==> src/rtl/mac_rewrite_stage.sv <==
`default_nettype none
// ============================================================================
// mac_rewrite_stage : L2 header rewrite after an ARP lookup (fall-through FIFO).
// Optional macro RW_CHECKSUM_EN enables incremental IP checksum update.
// Revision: 1.0
// ============================================================================
module mac_rewrite_stage #(
   parameter int C_S_AXIS_DATA_WIDTH  = 256,
   parameter int C_S_AXIS_TUSER_WIDTH = 128,
   parameter int NUM_PORTS            = 4,
   parameter int FIFO_DEPTH_BITS      = 2,
   parameter int SRC_PORT_POS         = 16,
   parameter int DST_PORT_POS         = 24
) (
   input  logic                              AXI_ACLK,
   input  logic                              AXI_RESET,
   input  logic [C_S_AXIS_DATA_WIDTH-1:0]    S_AXIS_TDATA,
   input  logic [C_S_AXIS_DATA_WIDTH/8-1:0]  S_AXIS_TSTRB,
   input  logic [C_S_AXIS_TUSER_WIDTH-1:0]   S_AXIS_TUSER,
   input  logic                              S_AXIS_TVALID,
   input  logic                              S_AXIS_TLAST,
   output logic                              S_AXIS_TREADY,
   output logic [C_S_AXIS_DATA_WIDTH-1:0]    M_AXIS_TDATA,
   output logic [C_S_AXIS_DATA_WIDTH/8-1:0]  M_AXIS_TSTRB,
   output logic [C_S_AXIS_TUSER_WIDTH-1:0]   M_AXIS_TUSER,
   output logic                              M_AXIS_TVALID,
   output logic                              M_AXIS_TLAST,
   input  logic                              M_AXIS_TREADY,
   input  logic                              lookup_valid,
   input  logic [47:0]                       dest_mac,
   input  logic                              arp_hit,
   input  logic [2*NUM_PORTS-1:0]            oq,
   output logic                              lookup_ack,
   input  logic [48*NUM_PORTS-1:0]           port_macs,
   input  logic                              counter_clear,
   output logic [31:0]                       forwarded_count,
   output logic [31:0]                       arp_miss_count,
   output logic [31:0]                       ttl_expired_count
);

   localparam int STRB_W  = C_S_AXIS_DATA_WIDTH / 8;
   localparam int ENTRY_W = C_S_AXIS_DATA_WIDTH + STRB_W + C_S_AXIS_TUSER_WIDTH + 1;
   localparam int DEPTH   = 1 << FIFO_DEPTH_BITS;
   localparam int PW      = 2 * NUM_PORTS;
   localparam logic [FIFO_DEPTH_BITS:0] NF_LVL = (FIFO_DEPTH_BITS + 1)'(DEPTH - 1);

   localparam logic [0:0] S_HEAD = 1'b0;
   localparam logic [0:0] S_BODY = 1'b1;

   logic [ENTRY_W-1:0]           mem_q [DEPTH];
   logic [FIFO_DEPTH_BITS-1:0]   wr_ptr_q, rd_ptr_q;
   logic [FIFO_DEPTH_BITS:0]     count_q;
   logic [0:0]                   state_q, state_d;
   logic [31:0]                  fwd_cnt_q, miss_cnt_q, ttl_cnt_q;

   logic                              w_wr_en, w_rd_en, w_empty;
   logic [C_S_AXIS_DATA_WIDTH-1:0]    w_data;
   logic [STRB_W-1:0]                 w_strb;
   logic [C_S_AXIS_TUSER_WIDTH-1:0]   w_user;
   logic                              w_last;
   logic [PW-1:0]                     w_src, w_dst, w_cpu_dst;
   logic                              w_oq_ok, w_route_ok, w_fwd, w_ttl_exp, w_miss;
   logic [47:0]                       w_port_mac;
   logic [7:0]                        w_ttl;

   // ---------------- input FIFO (fall-through) ----------------
   assign w_empty       = (count_q == '0);
   assign S_AXIS_TREADY = (count_q < NF_LVL);
   assign w_wr_en       = S_AXIS_TVALID & S_AXIS_TREADY;
   assign w_rd_en       = M_AXIS_TVALID & M_AXIS_TREADY;
   assign {w_data, w_strb, w_user, w_last} = mem_q[rd_ptr_q];

   always_ff @(posedge AXI_ACLK) begin
      if (w_wr_en)
         mem_q[wr_ptr_q] <= {S_AXIS_TDATA, S_AXIS_TSTRB, S_AXIS_TUSER, S_AXIS_TLAST};
   end

   always_ff @(posedge AXI_ACLK or posedge AXI_RESET) begin
      if (AXI_RESET) begin
         wr_ptr_q <= '0;
         rd_ptr_q <= '0;
         count_q  <= '0;
      end else begin
         if (w_wr_en) wr_ptr_q <= wr_ptr_q + 1'b1;
         if (w_rd_en) rd_ptr_q <= rd_ptr_q + 1'b1;
         case ({w_wr_en, w_rd_en})
            2'b10:   count_q <= count_q + 1'b1;
            2'b01:   count_q <= count_q - 1'b1;
            default: count_q <= count_q;
         endcase
      end
   end

   // ---------------- header decision ----------------
   assign w_src = w_user[SRC_PORT_POS +: PW];
   assign w_dst = w_user[DST_PORT_POS +: PW];
   assign w_ttl = w_data[79:72];

   always_comb begin
      w_oq_ok    = $onehot(oq);
      w_port_mac = '0;
      w_cpu_dst  = '0;
      for (int i = 0; i < NUM_PORTS; i++) begin
         if (oq[2*i+1]) w_oq_ok = 1'b0;
         if (oq[2*i])   w_port_mac = port_macs[48*i +: 48];
         // only a single physical source port has a CPU queue to fall back to
         if ($onehot(w_src) && w_src[2*i]) w_cpu_dst[2*i+1] = 1'b1;
      end
   end

   assign w_route_ok = arp_hit & w_oq_ok;
   assign w_fwd      = (w_dst == '0) &  w_route_ok & (w_ttl > 8'd1);
   assign w_ttl_exp  = (w_dst == '0) &  w_route_ok & (w_ttl <= 8'd1);
   assign w_miss     = (w_dst == '0) & ~w_route_ok;

`ifdef RW_CHECKSUM_EN
   logic [16:0] w_csum_sum;
   logic [15:0] w_csum_new;
   assign w_csum_sum = {1'b0, w_data[63:48]} + 17'h00100;
   assign w_csum_new = w_csum_sum[15:0] + {15'd0, w_csum_sum[16]};
`endif

   // ---------------- FSM ----------------
   always_ff @(posedge AXI_ACLK or posedge AXI_RESET) begin
      if (AXI_RESET) state_q <= S_HEAD;
      else           state_q <= state_d;
   end

   always_comb begin
      state_d = state_q;
      case (state_q)
         S_HEAD:  if (w_rd_en && !w_last) state_d = S_BODY;
         S_BODY:  if (w_rd_en &&  w_last) state_d = S_HEAD;
         default: state_d = S_HEAD;
      endcase
   end

   always_comb begin
      M_AXIS_TDATA  = w_data;
      M_AXIS_TSTRB  = w_strb;
      M_AXIS_TUSER  = w_user;
      M_AXIS_TLAST  = w_last;
      M_AXIS_TVALID = ~w_empty & ((state_q == S_HEAD) ? lookup_valid : 1'b1);
      lookup_ack    = 1'b0;
      if (state_q == S_HEAD) begin
         lookup_ack = M_AXIS_TVALID & M_AXIS_TREADY;
         if (w_fwd) begin
            M_AXIS_TUSER[DST_PORT_POS +: PW] = oq;
            M_AXIS_TDATA[255:208]            = dest_mac;
            M_AXIS_TDATA[207:160]            = w_port_mac;
            M_AXIS_TDATA[79:72]              = w_ttl - 8'd1;
`ifdef RW_CHECKSUM_EN
            M_AXIS_TDATA[63:48]              = w_csum_new;
`endif
         end else if (w_miss || w_ttl_exp) begin
            M_AXIS_TUSER[DST_PORT_POS +: PW] = w_cpu_dst;
         end
      end
   end

   // ---------------- saturating packet counters ----------------
   always_ff @(posedge AXI_ACLK or posedge AXI_RESET) begin
      if (AXI_RESET) begin
         fwd_cnt_q  <= '0;
         miss_cnt_q <= '0;
         ttl_cnt_q  <= '0;
      end else if (counter_clear) begin
         fwd_cnt_q  <= '0;
         miss_cnt_q <= '0;
         ttl_cnt_q  <= '0;
      end else if (lookup_ack) begin
         if (w_fwd     && fwd_cnt_q  != 32'hFFFF_FFFF) fwd_cnt_q  <= fwd_cnt_q  + 32'd1;
         if (w_miss    && miss_cnt_q != 32'hFFFF_FFFF) miss_cnt_q <= miss_cnt_q + 32'd1;
         if (w_ttl_exp && ttl_cnt_q  != 32'hFFFF_FFFF) ttl_cnt_q  <= ttl_cnt_q  + 32'd1;
      end
   end

   assign forwarded_count   = fwd_cnt_q;
   assign arp_miss_count    = miss_cnt_q;
   assign ttl_expired_count = ttl_cnt_q;

endmodule
`default_nettype wire

==> config.mk <==
export PLATFORM = sky130hd
export DESIGN_NAME = mac_rewrite_stage
export DESIGN_NICKNAME = d
export VERILOG_FILES = /design/src/rtl/mac_rewrite_stage.sv
export SDC_FILE = /design/constraint.sdc
export NUM_CORES = 2
export LEC_CHECK = 0
export CAP_MARGIN = 20
export CELL_PAD_IN_SITES_DETAIL_PLACEMENT = 0
export CELL_PAD_IN_SITES_GLOBAL_PLACEMENT = 2
export CORE_AREA = 2 2 469 471
export DETAILED_ROUTE_END_ITERATION = 8
export DIE_AREA = 0 0 471 473
export PLACE_DENSITY = 0.75
export SLEW_MARGIN = 20
export SYNTH_ARGS = -nofsm -noshare
export SYNTH_HDL_FRONTEND = slang
export SYNTH_SLANG_ARGS = --single-unit
==> constraint.sdc <==
create_clock -name AXI_ACLK -period 13 [get_ports AXI_ACLK]
set_input_delay 1.3 -clock AXI_ACLK [delete_from_list [all_inputs] [get_ports AXI_ACLK]]
set_output_delay 1.3 -clock AXI_ACLK [all_outputs]
set_load 0.01 [all_outputs]
==> flow_metrics.tcl <==
set metrics [dict create \
    status "complete, no violations" \
    startpoint_type "primary input" \
    cts_buffers 187 \
    cts.clk_slew.worst_paths_ns 0.06 \
    critPathMaxFanout 90 \
    syn_to_final_growth_pct 31.4 \
    hold_violations 0 \
    p_leak_nw 28.9 \
    wl_met3_mm 21.0 \
    drive_gt1_share_pct 16.5 \
    place_inst 7285 \
    syn_avg_cell_area_um2 20.5 \
    port_buffers 1187 \
    die-area_mm2 0.223 \
    netlist_instances 3350 \
    gp_congestion 0.906 \
    grt_pass1_vias 38900 \
    async_reset_ff_share_pct 5.87 \
    post_cts_resized 0 \
    vias 38200 \
    drcViolationCount 0 \
    critPathCaptureType "output port" \
    post_cts_buffers 0 \
    synth-seq-cells 1772 \
    max_freq_ghz 0.109 \
    worstPathRequired_ns 11.70 \
    pwr-share-clk_pct 28.2 \
    post_drt_wl_per_cell_um 28.4 \
    setup_ws_ns 3.86 \
    power.internal_mw 13.0 \
    ys_seq_area_share_pct 76.9 \
    yosys-top-cells-area "edfxtp_1, mux4_2, dfrtp_1" \
    p_switching_mw 5.65 \
    io_pins 1188 \
    setup_viol 0 \
    slew_headroom_pct 23.7 \
    drtAntennaViolNets 0 \
    cts_htree_levels 4 \
    cts_root_buf "clkbuf_16" \
    wl_met2_mm 105 \
    mostFrequentLayoutCells "edfxtp_1, clkdlybuf4s50_1, mux4_2" \
    finClkSkew_ns 0.0735 \
    num_rows 172 \
    yosysTopAreaCell "edfxtp_1" \
    p_sw_share_pct 30.3 \
    top_layer "met5" \
    p_per_area_mw_per_mm2 207 \
    period_share_pct 70.3 \
    pre_cts_ws_ns 3.94 \
    seqPwrFrac_pct 38.7 \
    synthesis.area_mm2 0.0685 \
    clockBufferDepth 3 \
    final_cells 7657 \
    post-route-util_pct 41.3 \
    ys_warn_count 0 \
    cts_tree "done" \
    fp.coreArea_mm2 0.218 \
    crit_arrival_ns 7.84 \
    drt-met1-wl_mm 83.3 \
    hold_ws_ns 0.507 \
    synthesis.nets 4047 \
    viasPerCell 4.99 \
    synth_edf_count 1668 \
    grtUsageTotal_pct 19.1 \
    die_w_um 471 \
    drt_wl_total_mm 218 \
    hold_depth 1 \
    drt_pre_antenna_iters 5 \
    final_common_cell "edfxtp_1" \
    ir_drop_mv 0.166 \
    hold_path_class "reg -> reg" \
    fin_crit_ns 9.14 \
    ctsHoldBuffers 0 \
    nets 5300 \
    cap_violations 0 \
    r2r_cells 9 \
    die_y_um 473 \
    finalPower_mw 18.6 \
    clk_latency_ns 0.86 \
    antenna_found_initial 91 \
    final_cell_area_mm2 0.0901 \
    rsz0062_at_grt "false" \
    drt_iter0_drc 2934 \
    grt_pass1_wl_mm 302 \
    dpl-instance-area_mm2 0.0839 \
    ys_dominant_reg_cell "edfxtp_1" \
    power.share.combinational_pct 33.1 \
    dp_hpwl_mm 154 \
    start_util_pct 31.4 \
    fin_setup_tns_ns 0 \
    overflow 0 \
    clock_sinks 1772 \
    final_max_slew_viol_count 0 \
    grt_max_degree 134 \
    synth_cell_types 55 \
    synth.top_cell.area_share_pct 73.1 \
    criticalPathCategory "in -> out" \
    worstMarginPinSlew_ns 1.15 \
]
-- registers in the layout, summed over array words and instances (netlist names), named ones only --
name               cells
rd_ptr_q               2
arp_miss_count        32
ttl_expired_count     32
forwarded_count       32
count_q                3
wr_ptr_q               2
mem_q               1668
-- cell type report --
cell class,count,area [µm²]
Fill cell,19400,128000
Sequential cell,1772,52700
Multi-Input combinational cell,1357,15100
Timing Repair Buffer,1244,12400
Clock buffer,221,4830
Tap cell,2871,3590
Clock inverter,129,1290
Inverter,41,156
Antenna cell,22,55.1
-- routing by layer --
metal	track usage (%)	vias up
met5	0	-
met4	6.53	78
met3	7.66	366
met2	31.3	1394
met1	22.8	19900
li1	-	16500
-- cell families after synthesis --
group | synth area share, %
AND/OR/NAND/NOR | 4.05
adder cells (fa/ha/maj) | 0.555
AO/OA/AOI/OAI | 3.11
XOR/XNOR | 0.294
multiplexers | 13.9
flip-flops | 76.9
buffers and inverters | 1.24
-- Yosys cell counts, types with 2 or more instances --
cell	n
nand2_1	238
or4b_1	2
inv_1	41
nor2_1	91
a221o_1	48
or4_1	20
and4_1	8
nor4_4	3
nand3_1	39
a21oi_1	80
nor3b_1	2
edfxtp_1	1668
and4b_1	2
and3_1	14
or3_1	51
mux2i_1	4
or2_2	4
nor4_1	14
nor2b_1	8
xnor2_1	16
and2_1	4
fa_1	9
o31ai_1	21
nor4b_1	3
o21ai_0	54
nand3b_1	9
xor2_1	7
nand4b_1	3
o211ai_1	47
a21o_1	6
a31oi_1	49
clkbuf_1	121
buf_1	47
a21bo_2	2
or4_4	2
nand4_1	30
mux2_2	9
nor3_1	12
buf_2	11
o41ai_1	2
mux4_2	416
o2111ai_1	2
dfrtp_1	104
ha_1	16
-- path summary, 6_finish.rpt --
kind                             start               endpoint  slack, ns
max reg2reg                rd_ptr_q[0]  ttl_expired_count[23]       7.98
min                         count_q[2]             count_q[2]       0.51
max in group asynchronous    AXI_RESET            rd_ptr_q[1]      10.69
max                              oq[0]      M_AXIS_TDATA[203]       3.86
min reg2reg                 count_q[2]             count_q[2]       0.51
min in group asynchronous    AXI_RESET             count_q[0]       0.94
-- critical path: stages --
cell and delay (ns):
clkdlybuf4s50_1 0.63, inv_1 0.22, fa_1 0.59, fa_1 0.42, fa_1 0.44, inv_1 0.06
ha_1 0.15, inv_1 0.06, fa_1 0.52, and4b_1 0.17, nand4_1 0.17, or2_2 0.36
nor3_2 0.15, buf_4 0.58, buf_4 0.79, nor2_1 0.13, a31oi_1 0.25, clkdlybuf4s50_1 0.60
-- power by group through the flow --
stage	Combinational, mW	Sequential (mW)	Clock, mW
CTS	6.34	7.23	5.40
finish	6.18	7.21	5.26
detailed placement	6.30	7.34	0
global placement	6.33	7.30	0
global route	6.59	7.27	5.60
floorplan	3.12	7.57	0
No activity file was read; power rests on OpenSTA's default activity.
